`src/rtl/hazard_unit.sv`:
```
// rtl/hazard_unit.sv - pipeline hazard responder: forwarding, stall/flush, memory freeze, perf counters
module hazard_sat_counter #(
    parameter int W = 16
) (
    input  logic         clk,
    input  logic         reset,
    input  logic         inc_i,
    output logic [W-1:0] count_o
);
    logic [W-1:0] count_q, count_d;

    always_comb begin
        count_d = count_q;
        if (inc_i && (count_q != {W{1'b1}}))
            count_d = count_q + 1'b1;
    end

    always_ff @(posedge clk) begin
        if (!reset)
            count_q <= '0;
        else
            count_q <= count_d;
    end

    assign count_o = count_q;
endmodule

module hazard_unit #(
    parameter int CNT_W = 16
) (
    input  logic             clk,
    input  logic             reset,
    input  logic [3:0]       RA1D,
    input  logic [3:0]       RA2D,
    input  logic [3:0]       WA3D,
    input  logic             MemtoRegE,
    input  logic             RegWriteM,
    input  logic             RegWriteW,
    input  logic             PCWrPendingF,
    input  logic             PCSrcW,
    input  logic             BranchTakenE,
    input  logic             MemBusyM,
    output logic [1:0]       ForwardAE,
    output logic [1:0]       ForwardBE,
    output logic             StallF,
    output logic             StallD,
    output logic             StallE,
    output logic             StallM,
    output logic             FlushD,
    output logic             FlushE,
    output logic             FlushW,
    output logic [CNT_W-1:0] StallCount,
    output logic [CNT_W-1:0] FlushCount
);
    logic [3:0] ra1_e_q, ra2_e_q, wa3_e_q, wa3_m_q, wa3_w_q;
    logic [3:0] ra1_e_d, ra2_e_d, wa3_e_d, wa3_m_d, wa3_w_d;
    logic       ld_stall;
    logic [1:0] fwd_a, fwd_b;

    // Memory stage result is younger than writeback, so it wins when both match.
    function automatic logic [1:0] fwd_sel(input logic [3:0] ra, input logic [3:0] wm,
                                           input logic [3:0] ww, input logic rwm,
                                           input logic rww);
        if (rwm && (ra == wm))
            return 2'b10;
        else if (rww && (ra == ww))
            return 2'b01;
        else
            return 2'b00;
    endfunction

    assign ld_stall = MemtoRegE && ((RA1D == wa3_e_q) || (RA2D == wa3_e_q));
    assign fwd_a    = fwd_sel(ra1_e_q, wa3_m_q, wa3_w_q, RegWriteM, RegWriteW);
    assign fwd_b    = fwd_sel(ra2_e_q, wa3_m_q, wa3_w_q, RegWriteM, RegWriteW);

    always_comb begin
        ForwardAE = 2'b00;
        ForwardBE = 2'b00;
        StallF    = 1'b0;
        StallD    = 1'b0;
        StallE    = 1'b0;
        StallM    = 1'b0;
        FlushD    = 1'b1;
        FlushE    = 1'b1;
        FlushW    = 1'b1;
        if (reset) begin
            ForwardAE = fwd_a;
            ForwardBE = fwd_b;
            if (MemBusyM) begin
                // Freeze: pending flushes are re-evaluated once memory is ready.
                StallF = 1'b1;
                StallD = 1'b1;
                StallE = 1'b1;
                StallM = 1'b1;
                FlushD = 1'b0;
                FlushE = 1'b0;
                FlushW = 1'b1;
            end else begin
                StallF = ld_stall || PCWrPendingF;
                StallD = ld_stall;
                FlushD = PCWrPendingF || PCSrcW || BranchTakenE;
                FlushE = ld_stall || BranchTakenE;
                FlushW = 1'b0;
            end
        end
    end

    always_comb begin
        ra1_e_d = ra1_e_q;
        ra2_e_d = ra2_e_q;
        wa3_e_d = wa3_e_q;
        wa3_m_d = wa3_m_q;
        wa3_w_d = wa3_w_q;
        if (!MemBusyM) begin
            wa3_w_d = wa3_m_q;
            wa3_m_d = wa3_e_q;
            if (FlushE) begin
                ra1_e_d = 4'd0;
                ra2_e_d = 4'd0;
                wa3_e_d = 4'd0;
            end else begin
                ra1_e_d = RA1D;
                ra2_e_d = RA2D;
                wa3_e_d = WA3D;
            end
        end
    end

    always_ff @(posedge clk) begin
        if (!reset) begin
            ra1_e_q <= 4'd0;
            ra2_e_q <= 4'd0;
            wa3_e_q <= 4'd0;
            wa3_m_q <= 4'd0;
            wa3_w_q <= 4'd0;
        end else begin
            ra1_e_q <= ra1_e_d;
            ra2_e_q <= ra2_e_d;
            wa3_e_q <= wa3_e_d;
            wa3_m_q <= wa3_m_d;
            wa3_w_q <= wa3_w_d;
        end
    end

    hazard_sat_counter #(.W(CNT_W)) u_stall_cnt (
        .clk     (clk),
        .reset   (reset),
        .inc_i   (StallF),
        .count_o (StallCount)
    );

    hazard_sat_counter #(.W(CNT_W)) u_flush_cnt (
        .clk     (clk),
        .reset   (reset),
        .inc_i   (FlushE),
        .count_o (FlushCount)
    );
endmodule

```
`config.mk`:
```
export PLATFORM = sky130hd
export DESIGN_NAME = hazard_unit
export DESIGN_NICKNAME = d
export VERILOG_FILES = /design/src/rtl/hazard_unit.sv
export SDC_FILE = /design/constraint.sdc
export NUM_CORES = 1
export LEC_CHECK = 0
export BUFFER_PORTS_ARGS = -buffer_cell sky130_fd_sc_hd__buf_2
export CORE_AREA = 3 3 74 76
export CTS_CLUSTER_SIZE = 20
export DETAILED_ROUTE_END_ITERATION = 12
export DIE_AREA = 0 0 77 79
export GPL_TIMING_DRIVEN = 1
export PLACE_DENSITY = 0.78
export SETUP_SLACK_MARGIN = 0.02
export SYNTH_ARGS = -nofsm -noshare
export SYNTH_HDL_FRONTEND = slang
export SYNTH_SLANG_ARGS = --single-unit
```
`constraint.sdc`:
```
create_clock -name clk -period 2.5 [get_ports clk]
set_input_delay 0.5 -clock clk [delete_from_list [all_inputs] [get_ports clk]]
set_output_delay 0.5 -clock clk [all_outputs]
set_load 0.02 [all_outputs]
```
==> impl_summary.md, run 1 <==
STA
Setup violations remaining at the end of the flow were counted as 0. In the finished design, the share of the clock period the worst path needs comes to 91.3%. The final number of hold-violating endpoints is 0. The final period demand of the worst path is 2.28 ns. The worst slew margin relative to its limit is 50.8%.

The summed negative setup slack over all endpoints is 0 ns. The post-route clock skew is 0.00541 ns. For the pin with the worst max-slew slack, the measured transition is 0.739 ns. The tightest hold margin is 0.408 ns.

Based on the critical path, the design can be clocked at up to 438 MHz. The count of pins over their slew limit was 0. Setup repair after global routing left no endpoint under its margin.

Finish
The storage element area is 1040 um2. The ratio of cells with drive above 1 in the final layout is 22.5%. The final standard cell area without fillers is 3010 um2.

The multi-input combinational cell area is 1420 um2. The fill cell total of the finished layout is 418. The synthesis-to-layout area growth is 17.7%. The number of nets in the finished design is 378.

The number of antenna diodes in the final layout is 0.

Power and ir drop
For this design the static power due to leakage is 1.32 nW. The worst voltage drop across the vdd grid is 0.324 mV. The power per cell area is 508 nW/um2.

Critical path
The setup path with the least slack is of type flip-flop to primary output. The worst setup path is captured at a primary output. The startpoint identified for the worst register-to-register timing path is u_flush_cnt.count_o[0]. The arrival time at the worst endpoint is 1.78 ns.

The data required time at the worst endpoint is 2.00 ns. The critical path startpoint is wa3_e_q[1]. The maximum fanout along the worst path is 11. STA classifies the critical path startpoint as a flip-flop.

CTS
The number of H-tree branching levels is 2. Post-CTS timing repair inserted 0 buffers for setup. The master cell of the clock root buffer is sky130_fd_sc_hd__clkbuf_8. TritonCTS built the clock tree. The number of clock buffers added by TritonCTS is 5. The clock reaches the later pin of the worst-skew pair after 0.30 ns. The number of sinks on the clock net is 52. After clock tree synthesis, the clock-pin slew on the worst setup and hold paths is 0.08 ns.

In this run the deepest clock path goes through 2 buffers.

Floorplanning
The floorplan step set the die height to 79 um. The initial utilization of the core area, before any placement, comes to 53.4%. The number of placement rows is 25. The die is 77 um wide. The floorplan step defined a die boundary enclosing 6080 um2.

For this design the top-level I/O count stands at 64. In this run the standard cell core region covers 4790 um2.

Logic synthesis
The synthesized design spends more area on one cell type than any other, namely sky130_fd_sc_hd__dfxtp_1. The number of enable-type register cells in the synthesized netlist is 0. The sequential element share of the synthesized area is 40.7%. The number of storage elements in the synthesis netlist is 52. The fraction of synthesized cell area in xor and xnor cells is 10.6%.

The mapped cell area is 2560 um2. By count the netlist is led by sky130_fd_sc_hd__dfxtp_1 (52), sky130_fd_sc_hd__nor2_1 (26), sky130_fd_sc_hd__a21oi_1 (22). When the netlist entered floorplanning its net count stood at 317. The area fraction in compound gates after synthesis is 15.6%. Of the total synthesized cell area, the portion taken by AND, OR, NAND and NOR gates is 22.4%. Synthesis produced 294 cells. The largest family of logic cells by synthesized area is simple AND/OR/NAND/NOR gates.

The area share of the largest cell type after synthesis is 40.7%. The most instantiated library cell after synthesis is sky130_fd_sc_hd__dfxtp_1. The synthesized-area fraction occupied by adder cells is 0.978%. The number of warnings issued by yosys is 0. Among all flip-flop cells after synthesis, the most frequent one is sky130_fd_sc_hd__dfxtp_1. In the synthesized netlist the async set-or-reset flop fraction comes to 0%.

A synthesized cell averages 8.70 um2. After synthesis, the netlist uses 33 different library cells. In the synthesized netlist, mux cells make up 5.87% of the area. Ranked by total cell area, the synthesized netlist is headed by sky130_fd_sc_hd__dfxtp_1 (41%), sky130_fd_sc_hd__mux2i_1 (5.9%), sky130_fd_sc_hd__xor2_1 (5.8%).

Placement
The instance area after placement is 2930 um2. The number of buffers inserted by port buffering is 63. The sum of net half-perimeters after detailed placement is 4.26 mm. The congestion estimate from routability-driven global placement came to 0.833.

Route
The number of violations reported at the end of detailed-routing iteration 0 is 129. Wires add up to 5.89 mm. The first-pass iteration count of the detailed router is 5.

Summing over every cut layer, the via total after detailed routing is 2,338. Using the TritonRoute via totals, the vias-per-cell ratio works out to 5.54. The average wire per standard cell is 14.0 um. The detailed-route DRC error count is 0. The antenna violation net count after detailed routing is 0.

GRT
The initial antenna violation count is 0. The via count of the first global-routing pass is 2,170. The first global-routing pass estimated 10.2 mm of wire. The total overflow left after global routing is 0. The maximum number of pins on one net before global-route repair is 38.

Global routing consumed, over all layers together, 20.7% of the routing resources.

Job
Across the run, the number of max-cap violations was 0.

Min path
The min-delay analysis places its worst path in the category input port to flip-flop. The startpoint identified for the worst hold timing path is WA3D[2].

Run status
The flow ran to the end, and the final reports show no timing, DRC or antenna violations.
-- sequential cells by signal, summed over array words and instances (netlist names) --
| signal | flops |
|---|---|
| u_flush_cnt.count_o | 16 |
| u_stall_cnt.count_o | 16 |
| ra1_e_q | 4 |
| ra2_e_q | 4 |
| wa3_e_q | 4 |
| wa3_m_q | 4 |
| wa3_w_q | 4 |
-- worst max-delay path, cell delays in order, from the launching register on --
cell                      delay (ns)
sky130_fd_sc_hd__dfxtp_1        0.37
sky130_fd_sc_hd__xor2_1         0.19
sky130_fd_sc_hd__nor4_2         0.26
sky130_fd_sc_hd__o21ai_1        0.14
sky130_fd_sc_hd__buf_4          0.20
sky130_fd_sc_hd__a21oi_1        0.14
sky130_fd_sc_hd__buf_2          0.18
-- area by class of cell --
type | count | share of cell area [%]
well taps | 67 | 2.79
clock inverters | 1 | 0.166
inverters | 8 | 0.998
repair buffers | 68 | 11.7
flip-flops and latches | 52 | 34.6
multi-input cells | 220 | 47.3
clock buffers | 6 | 2.41
-- worst paths after layout --
check	end	slack [ns]	cells after the start
max	FlushE	0.22	6
min	wa3_e_q[2]	0.41	2
max reg2reg	u_flush_cnt.count_o[11]	0.24	7
min reg2reg	u_flush_cnt.count_o[10]	0.50	2
-- logic make-up after synthesis --
family,Yosys count
AND/OR/NAND/NOR,110
AO/OA/AOI/OAI,62
flip-flops,52
XOR/XNOR,31
buffers and inverters,22
multiplexers,15
adder cells (fa/ha/maj),2
-- power breakdown --
part           leakage, nW  switching [mW]  internal, mW
Sequential           0.421          0.0252         0.848
Clock               0.0410           0.261         0.191
Combinational        0.860           0.124        0.0792
-- layout by cell type, fill, tap and decap left out, types with 2 or more instances in the layout --
master / instances
sky130_fd_sc_hd__nor2_1: 26
sky130_fd_sc_hd__nand3_1: 11
sky130_fd_sc_hd__ha_1: 2
sky130_fd_sc_hd__a31o_2: 2
sky130_fd_sc_hd__or4_1: 8
sky130_fd_sc_hd__a21o_1: 2
sky130_fd_sc_hd__or3_1: 10
sky130_fd_sc_hd__and3_1: 5
sky130_fd_sc_hd__o31ai_1: 7
sky130_fd_sc_hd__nor4_1: 7
sky130_fd_sc_hd__dfxtp_1: 52
sky130_fd_sc_hd__nand2_1: 20
sky130_fd_sc_hd__buf_4: 5
sky130_fd_sc_hd__clkbuf_8: 5
sky130_fd_sc_hd__nand4_1: 9
sky130_fd_sc_hd__xnor2_1: 14
sky130_fd_sc_hd__buf_2: 63
sky130_fd_sc_hd__and2_1: 3
sky130_fd_sc_hd__a21oi_1: 22
sky130_fd_sc_hd__o21ai_0: 11
sky130_fd_sc_hd__a22o_1: 12
sky130_fd_sc_hd__a211oi_1: 4
sky130_fd_sc_hd__or2_2: 2
sky130_fd_sc_hd__xor2_1: 17
sky130_fd_sc_hd__nand2b_1: 5
sky130_fd_sc_hd__inv_1: 8
sky130_fd_sc_hd__mux2i_1: 15
-- metrics by stage --
| stage | power [mW] | std cells | util (%) | setup slack (ns) |
|---|---|---|---|---|
| after floorplan | 1.03 | 294 | - | 0.430 |
| after global placement | 1.09 | 415 | 61.1 | 0.157 |
| after detailed placement | 1.09 | 415 | 61.1 | 0.104 |
| after CTS | 1.54 | 422 | 62.7 | 0.207 |
| after global routing | 1.61 | 422 | 62.9 | 0.0647 |
| final | 1.53 | 422 | 62.9 | 0.219 |
-- what timing repair did --
action,CTS,global route
hold buffers,0,0
hold endpoints to repair,0,0
endpoints found under the setup margin,0,3
gates resized for setup,0,1
-- routing by layer --
metal | GRT usage, % | wire, um | vias to the layer above
met3 | 5.22 | 298 | 14
met2 | 32.8 | 2630 | 63
met1 | 27.0 | 2820 | 1084
met4 | 8.19 | 138 | 0
li1 | - | - | 1177
met5 | 0 | 0 | -
Note: power is estimated with default switching activity, not from simulation.
==> run 2, diff against run 1 <==
CELL_PAD_IN_SITES_DETAIL_PLACEMENT = 1   (was not set)
CELL_PAD_IN_SITES_GLOBAL_PLACEMENT = 1   (was not set)
CORE_AREA = 3 3 90 92   (was 3 3 74 76)
DIE_AREA = 0 0 93 95   (was 0 0 77 79)
PLACE_DENSITY = 0.74   (was 0.78)
SETUP_SLACK_MARGIN = not set   (was 0.02)
clock period = 2.05 ns   (was 2.5 ns; I/O delays follow)
==> run 2 against run 1 <==
Register-to-register slack lost 0.29 ns. First-iteration DRC count fell by 46%. Final area is 15% higher. Count of clock-buffer cells in the layout grew 1. Final cell count increased by 14%. Worst hold slack worse by 0.092 ns. The flow now finishes with violations (setup timing). Sequential cell count did not move. Sequential share of layout area down 4.1 points. Clock skew increased by 0.0055 ns. Core utilization shrank 15 points. Critical path depth stayed put. Critical endpoint is now StallF.
==> impl_summary.md, run 2 (synthesis gave the netlist of run 1 again) <==
Run status
The run finished, with violations left. The final reports fail on setup timing.

STA
The smallest clock period supported by the final layout is computed as 2.11 ns. The smallest setup slack after layout is -0.0634 ns (-0.282 ns). The post-route clock skew is 0.0110 ns (+0.00554 ns). For this run, the top clock speed supported by timing is 473 MHz. Setup repair after global routing could not meet its margin everywhere. The slew at the pin closest to its max-slew limit is 0.569 ns (-0.170 ns). The final number of hold-violating endpoints came to 0 (unchanged). The worst slew margin relative to its limit was 61.9% (+11 points). The count of pins over their slew limit is 0 (unchanged).

The final worst-path cycle share is 103%. The final count of negative-setup-slack endpoints is 12 (+12).

GRT
The maximum number of pins on one net before global-route repair is 38 (unchanged). The initial antenna violation count was 0 (unchanged). The global-route usage over all layers is 17.9% (-2.8 points). The via count of the first global-routing pass was 2,633 (+21%). The global-route wire length before repair is 12.8 mm (+25%). The overflow left after global routing is 0 (unchanged).

Power and ir drop
The leakage power is 1.50 nW (+14%). The overall power of the completed layout is 2.18 mW (+42%). The worst voltage drop across the vdd grid is 0.271 mV (-17%). The power per cell area was 626 nW/um2 (+23%).

CTS
The later-pin clock latency in the skew report was 0.31 ns (about the same). The master cell of the clock root buffer is sky130_fd_sc_hd__clkbuf_8. The total clock buffers created by CTS is 5 (unchanged). The number of hold buffers added after cts is 0 (unchanged).

The CTS clock-pin slew for the worst setup and hold paths is 0.09 ns (about the same). The buffer levels on the longest clock path came to 2 (unchanged). The number of H-tree branching levels is 2 (unchanged).

The number of sinks on the clock net is 52 (unchanged). TritonCTS built the clock tree.

Min path
The path class of the tightest hold or removal check is input port to flip-flop.

Route
The detailed-route DRC error count is 0 (unchanged). The total wire length is 7.82 mm (+33%). The routed via count divided by cell count came to 5.21 (-6.0%). The average wire per standard cell is 16.3 um (+16%).

The number of violations reported at the end of detailed-routing iteration 0 is 70 (-46%). The first-pass iteration count of the detailed router came to 4 (-1). The antenna violation net count after detailed routing was 0 (unchanged). The total number of vias was 2,506 (+7.2%).

Finish
The library cells used most frequently in the layout, excluding fill and tap cells, are sky130_fd_sc_hd__buf_2 (58), sky130_fd_sc_hd__dfxtp_1 (44), sky130_fd_sc_hd__buf_4 (31). The ratio of cells with drive above 1 in the final layout is 35.6% (+13 points). The fill cell total of the finished layout is 878 (+110%). Leaving out fill and tap cells, the most frequent cell in the layout is sky130_fd_sc_hd__buf_2. From synthesis to final layout, the design area changed by 35.8%. The number of nets in the finished design is 404 (+6.9%). The final standard cell area without fillers is 3470 um2 (+15%). The number of diodes added for antenna fixing is 0 (unchanged).

Critical path
Among all stages on the critical path, the largest delay is contributed by sky130_fd_sc_hd__dfxtp_4. The count of buffering cells on the critical path with inverters included is 2 (unchanged). Walking the worst path, the cells encountered are xor2_1 > nor4_2 > o21ai_2 > buf_4 > a21oi_4 > buf_6. STA classifies the critical path startpoint as a flip-flop. The kind of cell with the highest combined delay along the critical path is flip-flops.

The class of the most critical setup path is flip-flop to primary output. The delay of the slowest critical-path stage is 0.37 ns (about the same). The data required time at the worst endpoint is 1.64 ns (-0.36 ns). The maximum fanout along the worst path is 5 (-6).

The arrival time at the worst endpoint was 1.70 ns (-0.08 ns). STA classifies the critical path endpoint as a primary output.

Floorplanning
The area of the placeable core is 7290 um2 (+52%). The floorplan die height is 95 um (+20%). The horizontal die dimension came to 93 um (+21%). The number of placement rows is 31 (+24%). The effective utilization at floorplan is 35.1% (-18 points). The die area is 8840 um2 (+45%).

The number of top-level design ports is 64 (unchanged).

Placement
The number of buffers inserted by port buffering is 63 (unchanged). The placer's final routability congestion estimate is 0.831 (-0.26%). The instance area after placement is 3140 um2 (+7.3%). The sum of net half-perimeters after detailed placement is 5.71 mm (+34%).

Job
The max-cap check violation count is 0 (unchanged).
==> run 2: changes by cell type in the layout (fill, tap and decap cells not counted), sizes merged <==
| cell | before | now |
|---|---|---|
| clkbuf | 6 | 7 |
| bufinv | 0 | 1 |
| buf | 68 | 94 |
| clkinv | 1 | 0 |
==> run 2: area by class of cell <==
cell class | count | area (um2) | share of cell area (%)
clock buffer | 7 | 96.3 | 2.77
clock inverter | 1 | 30.0 | 0.865
inverter | 8 | 30.0 | 0.865
multi-input combinational | 220 | 1550 | 44.5
sequential | 52 | 1060 | 30.5
tap | 99 | 124 | 3.57
timing repair buffer | 94 | 588 | 16.9
==> run 2: layer usage <==
layer	share of wire (%)	up-vias	GRT usage, %
met5	0	-	0
met4	1.9	0	5.25
met3	4.3	12	3.75
met2	51	52	32.8
met1	43	1211	20.9
li1	-	1231	-
==> run 2: worst paths after layout <==
check                                             start                 endpoint  slack (ns)  depth (start not counted)
worst max register to register               wa3_e_q[2]  u_flush_cnt.count_o[11]       -0.05                          8
worst min-delay path                            WA3D[3]               wa3_e_q[3]        0.32                          2
worst min register to register  u_stall_cnt.count_o[11]  u_stall_cnt.count_o[11]        0.52                          2
worst max-delay path                         wa3_e_q[2]                   StallF       -0.06                          6
==> run 2: metrics by stage <==
step	instances	worst slack [ns]	setup TNS, ns	hold slack [ns]	utilization, %
final	481	-0.0634	-0.400	0.315	47.6
after global routing	481	-0.141	-1.91	0.316	47.6
after CTS	480	-0.0468	-0.189	0.309	46.3
after detailed placement	468	-0.0945	-0.774	0.497	43.0
after global placement	468	-0.0627	-0.319	0.474	43.0
after floorplan	294	0.0253	0	0.515	-
==> run 2: worst register-to-register path, cell delays in order, from the launching register on <==
cell and delay (ns):
sky130_fd_sc_hd__dfxtp_4 0.37, sky130_fd_sc_hd__xor2_1 0.17, sky130_fd_sc_hd__nor4_2 0.31, sky130_fd_sc_hd__o21ai_2 0.10, sky130_fd_sc_hd__buf_4 0.14, sky130_fd_sc_hd__a21o_1 0.18
sky130_fd_sc_hd__buf_12 0.16, sky130_fd_sc_hd__or4_4 0.49, sky130_fd_sc_hd__a21oi_2 0.13
==> run 2: timing repair <==
item                       in CTS  in global routing
setup endpoints to repair       5                 30
setup buffers                   4                  1
gates resized for setup        21                 22
pin swaps                      14                 12
==> run 2: power breakdown <==
part	switching, mW	internal, mW
registers	0.0259	1.03
logic	0.191	0.151
clock network	0.343	0.431
==> run 3, diff against run 2 <==
ABC_AREA = 1   (was not set)
CORE_AREA = 3 3 98 100   (was 3 3 90 92)
DIE_AREA = 0 0 101 103   (was 0 0 93 95)
==> run 3 against run 2 <==
Critical endpoint is now ForwardAE[1]. Sequential share of layout area down 2.7 points. Setup slack better by 0.086 ns. Clock power down 3.7%. Final area up 9.3%. Largest cell class unchanged. Core utilization down 4.3 points. Final cell count up 32%. The run now ends clean. Clock skew down 0.0051 ns. Sequential power about the same. Power up 0.19%.
==> impl_summary.md, run 3 <==
Run status
The run finished with clean final reports.

Floorplanning
The number of top-level design ports is 64 (unchanged). The area of the placeable core is 8760 um2 (+20%). The die area is 10,400 um2 (+18%). The number of placement rows is 34 (+9.7%). The horizontal die dimension is 101 um (+8.6%). The floorplan die height is 103 um (+8.4%). The effective utilization at floorplan is 33.9% (-1.2 points).

Critical path
The kind of cell adding the most delay to the critical path is simple AND/OR/NAND/NOR gates. The critical path is of the flip-flop to primary output type. The count of buffering cells on the critical path with inverters included is 2 (unchanged). The worst setup path is launched from a flip-flop. Traced cell by cell, the critical path runs through inv_4 > o21ai_1 > a221oi_2 > nand2_1 > nor4_2 > buf_4.

The maximum fanout along the worst path was 4 (-1). The data required time at the worst endpoint came to 1.64 ns (about the same). The arrival time at the worst endpoint is 1.62 ns (-0.08 ns). The delay of the slowest critical-path stage is 0.38 ns (about the same).

The worst setup path is captured at a primary output. The worst-path cell with the longest stage delay is sky130_fd_sc_hd__dfxtp_4.

Route
The total wire length was 9.20 mm (+18%). The number of violations reported at the end of detailed-routing iteration 0 came to 115 (+64%). The antenna violation net count after detailed routing is 0 (unchanged). The routed via count divided by cell count is 5.07 (-2.7%).

The average wire per standard cell is 14.4 um (-11%). The detailed-route DRC error count is 0 (unchanged). The total number of vias came to 3,229 (+29%).

The first-pass iteration count of the detailed router is 4 (unchanged).

Logic synthesis
The synthesized area per cell was 6.69 um2 (-23%). The fraction of synthesis flops using an asynchronous set or reset pin was 0% (unchanged). The number of distinct library cell variants in the gate-level netlist after synthesis is 34 (+3.0%). The number of enable-type register cells in the synthesized netlist is 0 (unchanged).

In the synthesized netlist the dominant register cell turns out to be sky130_fd_sc_hd__dfxtp_1. The commonest cells after synthesis are sky130_fd_sc_hd__nand2_1 (107), sky130_fd_sc_hd__inv_1 (53), sky130_fd_sc_hd__dfxtp_1 (52). The synthesized design spends more area on one cell type than any other, namely sky130_fd_sc_hd__dfxtp_1. The most instantiated library cell after synthesis is sky130_fd_sc_hd__nand2_1. The synthesized netlist net count is 467 (+47%). The number of storage elements in the synthesis netlist is 52 (unchanged).

The number of instances in the synthesized netlist is 444 (+51%). The area share of the largest cell type after synthesis was 35.0% (-5.7 points). The number of warnings issued by yosys is 0 (unchanged). In the post-synthesis netlist, the biggest area contributors are sky130_fd_sc_hd__dfxtp_1 (35%), sky130_fd_sc_hd__nand2_1 (14%), sky130_fd_sc_hd__inv_1 (6.7%). The sequential element share of the synthesized area came to 35.0% (-5.7 points).

The mapped cell area is 2970 um2 (+16%).

Placement
The instance area after placement is 3480 um2 (+11%). The number of cells after detailed placement is 619 (+32%). The number of buffers inserted by port buffering is 63 (unchanged). The placer's final routability congestion estimate was 0.838 (+0.82%).

The worst setup slack before clock tree synthesis is 0.124 ns (+0.219 ns). The sum of net half-perimeters after detailed placement is 6.89 mm (+21%).

STA
The final period demand of the worst path is 2.03 ns (-0.0862 ns). Setup repair after global routing could not meet its margin everywhere. The highest clock frequency the design can meet came to 493 MHz (+4.2%). The tightest hold margin was 0.328 ns (+0.0127 ns). The slew at the pin closest to its max-slew limit was 0.533 ns (-0.0358 ns).

The worst slew margin relative to its limit came to 64.4% (+2.4 points). The final count of negative-setup-slack endpoints is 0 (-12). The count of pins over their slew limit came to 0 (unchanged).

The smallest setup slack after layout was 0.0227 ns (+0.0862 ns). The final worst-path cycle share is 98.9% (-4.2 points). The post-route clock skew is 0.00587 ns (-0.00508 ns). The final number of hold-violating endpoints came to 0 (unchanged).

The summed negative setup slack over all endpoints came to 0 ns (+0.400 ns).

Power and ir drop
The worst voltage drop across the vdd grid came to 0.328 mV (+21%). The power per cell area is 574 nW/um2 (-8.4%). The overall power of the completed layout is 2.18 mW (+0.19%). The leakage power was 1.69 nW (+12%).

Finish
The fill cell total of the finished layout is 1,174 (+34%). The ratio of cells with drive above 1 in the final layout is 28.7% (-6.9 points). The synthesis-to-layout area growth is 27.8%. The final instance count without filler cells is 637 (+32%). The storage element area is 1050 um2 (-0.36%). Leaving out fill and tap cells, the most frequent cells in the layout are sky130_fd_sc_hd__nand2_1 (103), sky130_fd_sc_hd__buf_2 (58), sky130_fd_sc_hd__inv_1 (50), sky130_fd_sc_hd__nor2_1 (50), sky130_fd_sc_hd__dfxtp_1 (43). The number of nets in the finished design is 551 (+36%). The multi-input combinational cell area is 1700 um2 (+10%). The most common cell after layout, fill and taps aside is sky130_fd_sc_hd__nand2_1. The number of diodes added for antenna fixing was 0 (unchanged). The final core utilization is 43.3% (-4.3 points).

The final standard cell area without fillers is 3800 um2 (+9.3%).

GRT
The initial antenna violation count is 0 (unchanged). The maximum number of pins on one net before global-route repair is 20 (-47%). The global-route usage over all layers was 17.2% (-0.67 points). The global-route wire length before repair was 14.6 mm (+14%).

The via count of the first global-routing pass is 3,092 (+17%). The overflow left after global routing was 0 (unchanged).

Min path
The worst min-delay path class is input port to flip-flop.

CTS
The number of H-tree branching levels is 2 (unchanged). The number of sinks on the clock net is 52 (unchanged). The total clock buffers created by CTS is 5 (unchanged). CTS placed an instance of sky130_fd_sc_hd__clkbuf_8 at the clock tree root. The CTS clock-pin slew for the worst setup and hold paths is 0.11 ns (+0.02 ns). The buffer levels on the longest clock path is 2 (unchanged). TritonCTS built the clock tree.

The later-pin clock latency in the skew report is 0.31 ns (about the same).

Job
The max-cap check violation count is 0 (unchanged).
==> run 3: changes by cell type after synthesis, moves of 9 or more <==
cell and change:
sky130_fd_sc_hd__o22ai_1 +24, sky130_fd_sc_hd__nand4_1 +14, sky130_fd_sc_hd__a22o_1 -12, sky130_fd_sc_hd__mux2i_1 -15, sky130_fd_sc_hd__or3_1 -10, sky130_fd_sc_hd__nor2_1 +25
sky130_fd_sc_hd__nand2_1 +87, sky130_fd_sc_hd__inv_1 +45, sky130_fd_sc_hd__xnor2_1 -9, sky130_fd_sc_hd__nand3_1 +23
==> run 3: layout make-up <==
type                       count  area share, %
clock inverter                 3           1.12
sequential                    52           27.8
multi-input combinational    314           44.9
tap                          108           3.56
inverter                      64           6.39
timing repair buffer          91           14.5
clock buffer                   5           1.81
==> run 3: timing repair <==
| action | CTS | global route |
|---|---|---|
| pin swaps | 2 | 15 |
| hold buffers | 0 | 0 |
| setup endpoints to repair | 5 | 11 |
| buffers inserted | 1 | 9 |
| gates resized for setup | 5 | 37 |
==> run 3: path summary, 6_finish.rpt <==
path         depth (start not counted)                    from  slack [ns]                      end
max                                  6              wa3_m_q[0]        0.02             ForwardAE[1]
min                                  3                 WA3D[0]        0.33               wa3_e_q[0]
max reg2reg                         10  u_stall_cnt.count_o[0]        0.19  u_stall_cnt.count_o[15]
min reg2reg                          2  u_stall_cnt.count_o[5]        0.48   u_stall_cnt.count_o[5]
==> run 3: cells by family after synthesis <==
family	share of synthesized area [%]
simple gates	35.8
buf+inv	10.6
compound gates	13.6
flops	35.0
xor+xnor	4.13
fa+ha+maj	0.842
==> run 3: per-layer routing <==
metal / vias to the layer above / share of wire [%] / global-route usage [%]
met4: 0 / 1.9 / 5.42
met5: - / 0 / 0
met1: 1518 / 46 / 22.6
li1: 1624 / - / -
met2: 73 / 49 / 29.4
met3: 14 / 3.9 / 2.44
==> run 3: tightest hold or removal path, stage by stage <==
cell                      delay, ns
sky130_fd_sc_hd__buf_2         0.09
sky130_fd_sc_hd__inv_1         0.04
sky130_fd_sc_hd__o22ai_1       0.06
==> run 3: where the power goes <==
part | leakage [nW] | total (mW) | internal, mW | switching, mW
Sequential | 0.426 | 1.06 | 1.04 | 0.0266
Combinational | 1.21 | 0.370 | 0.143 | 0.227
Clock | 0.0541 | 0.746 | 0.363 | 0.383
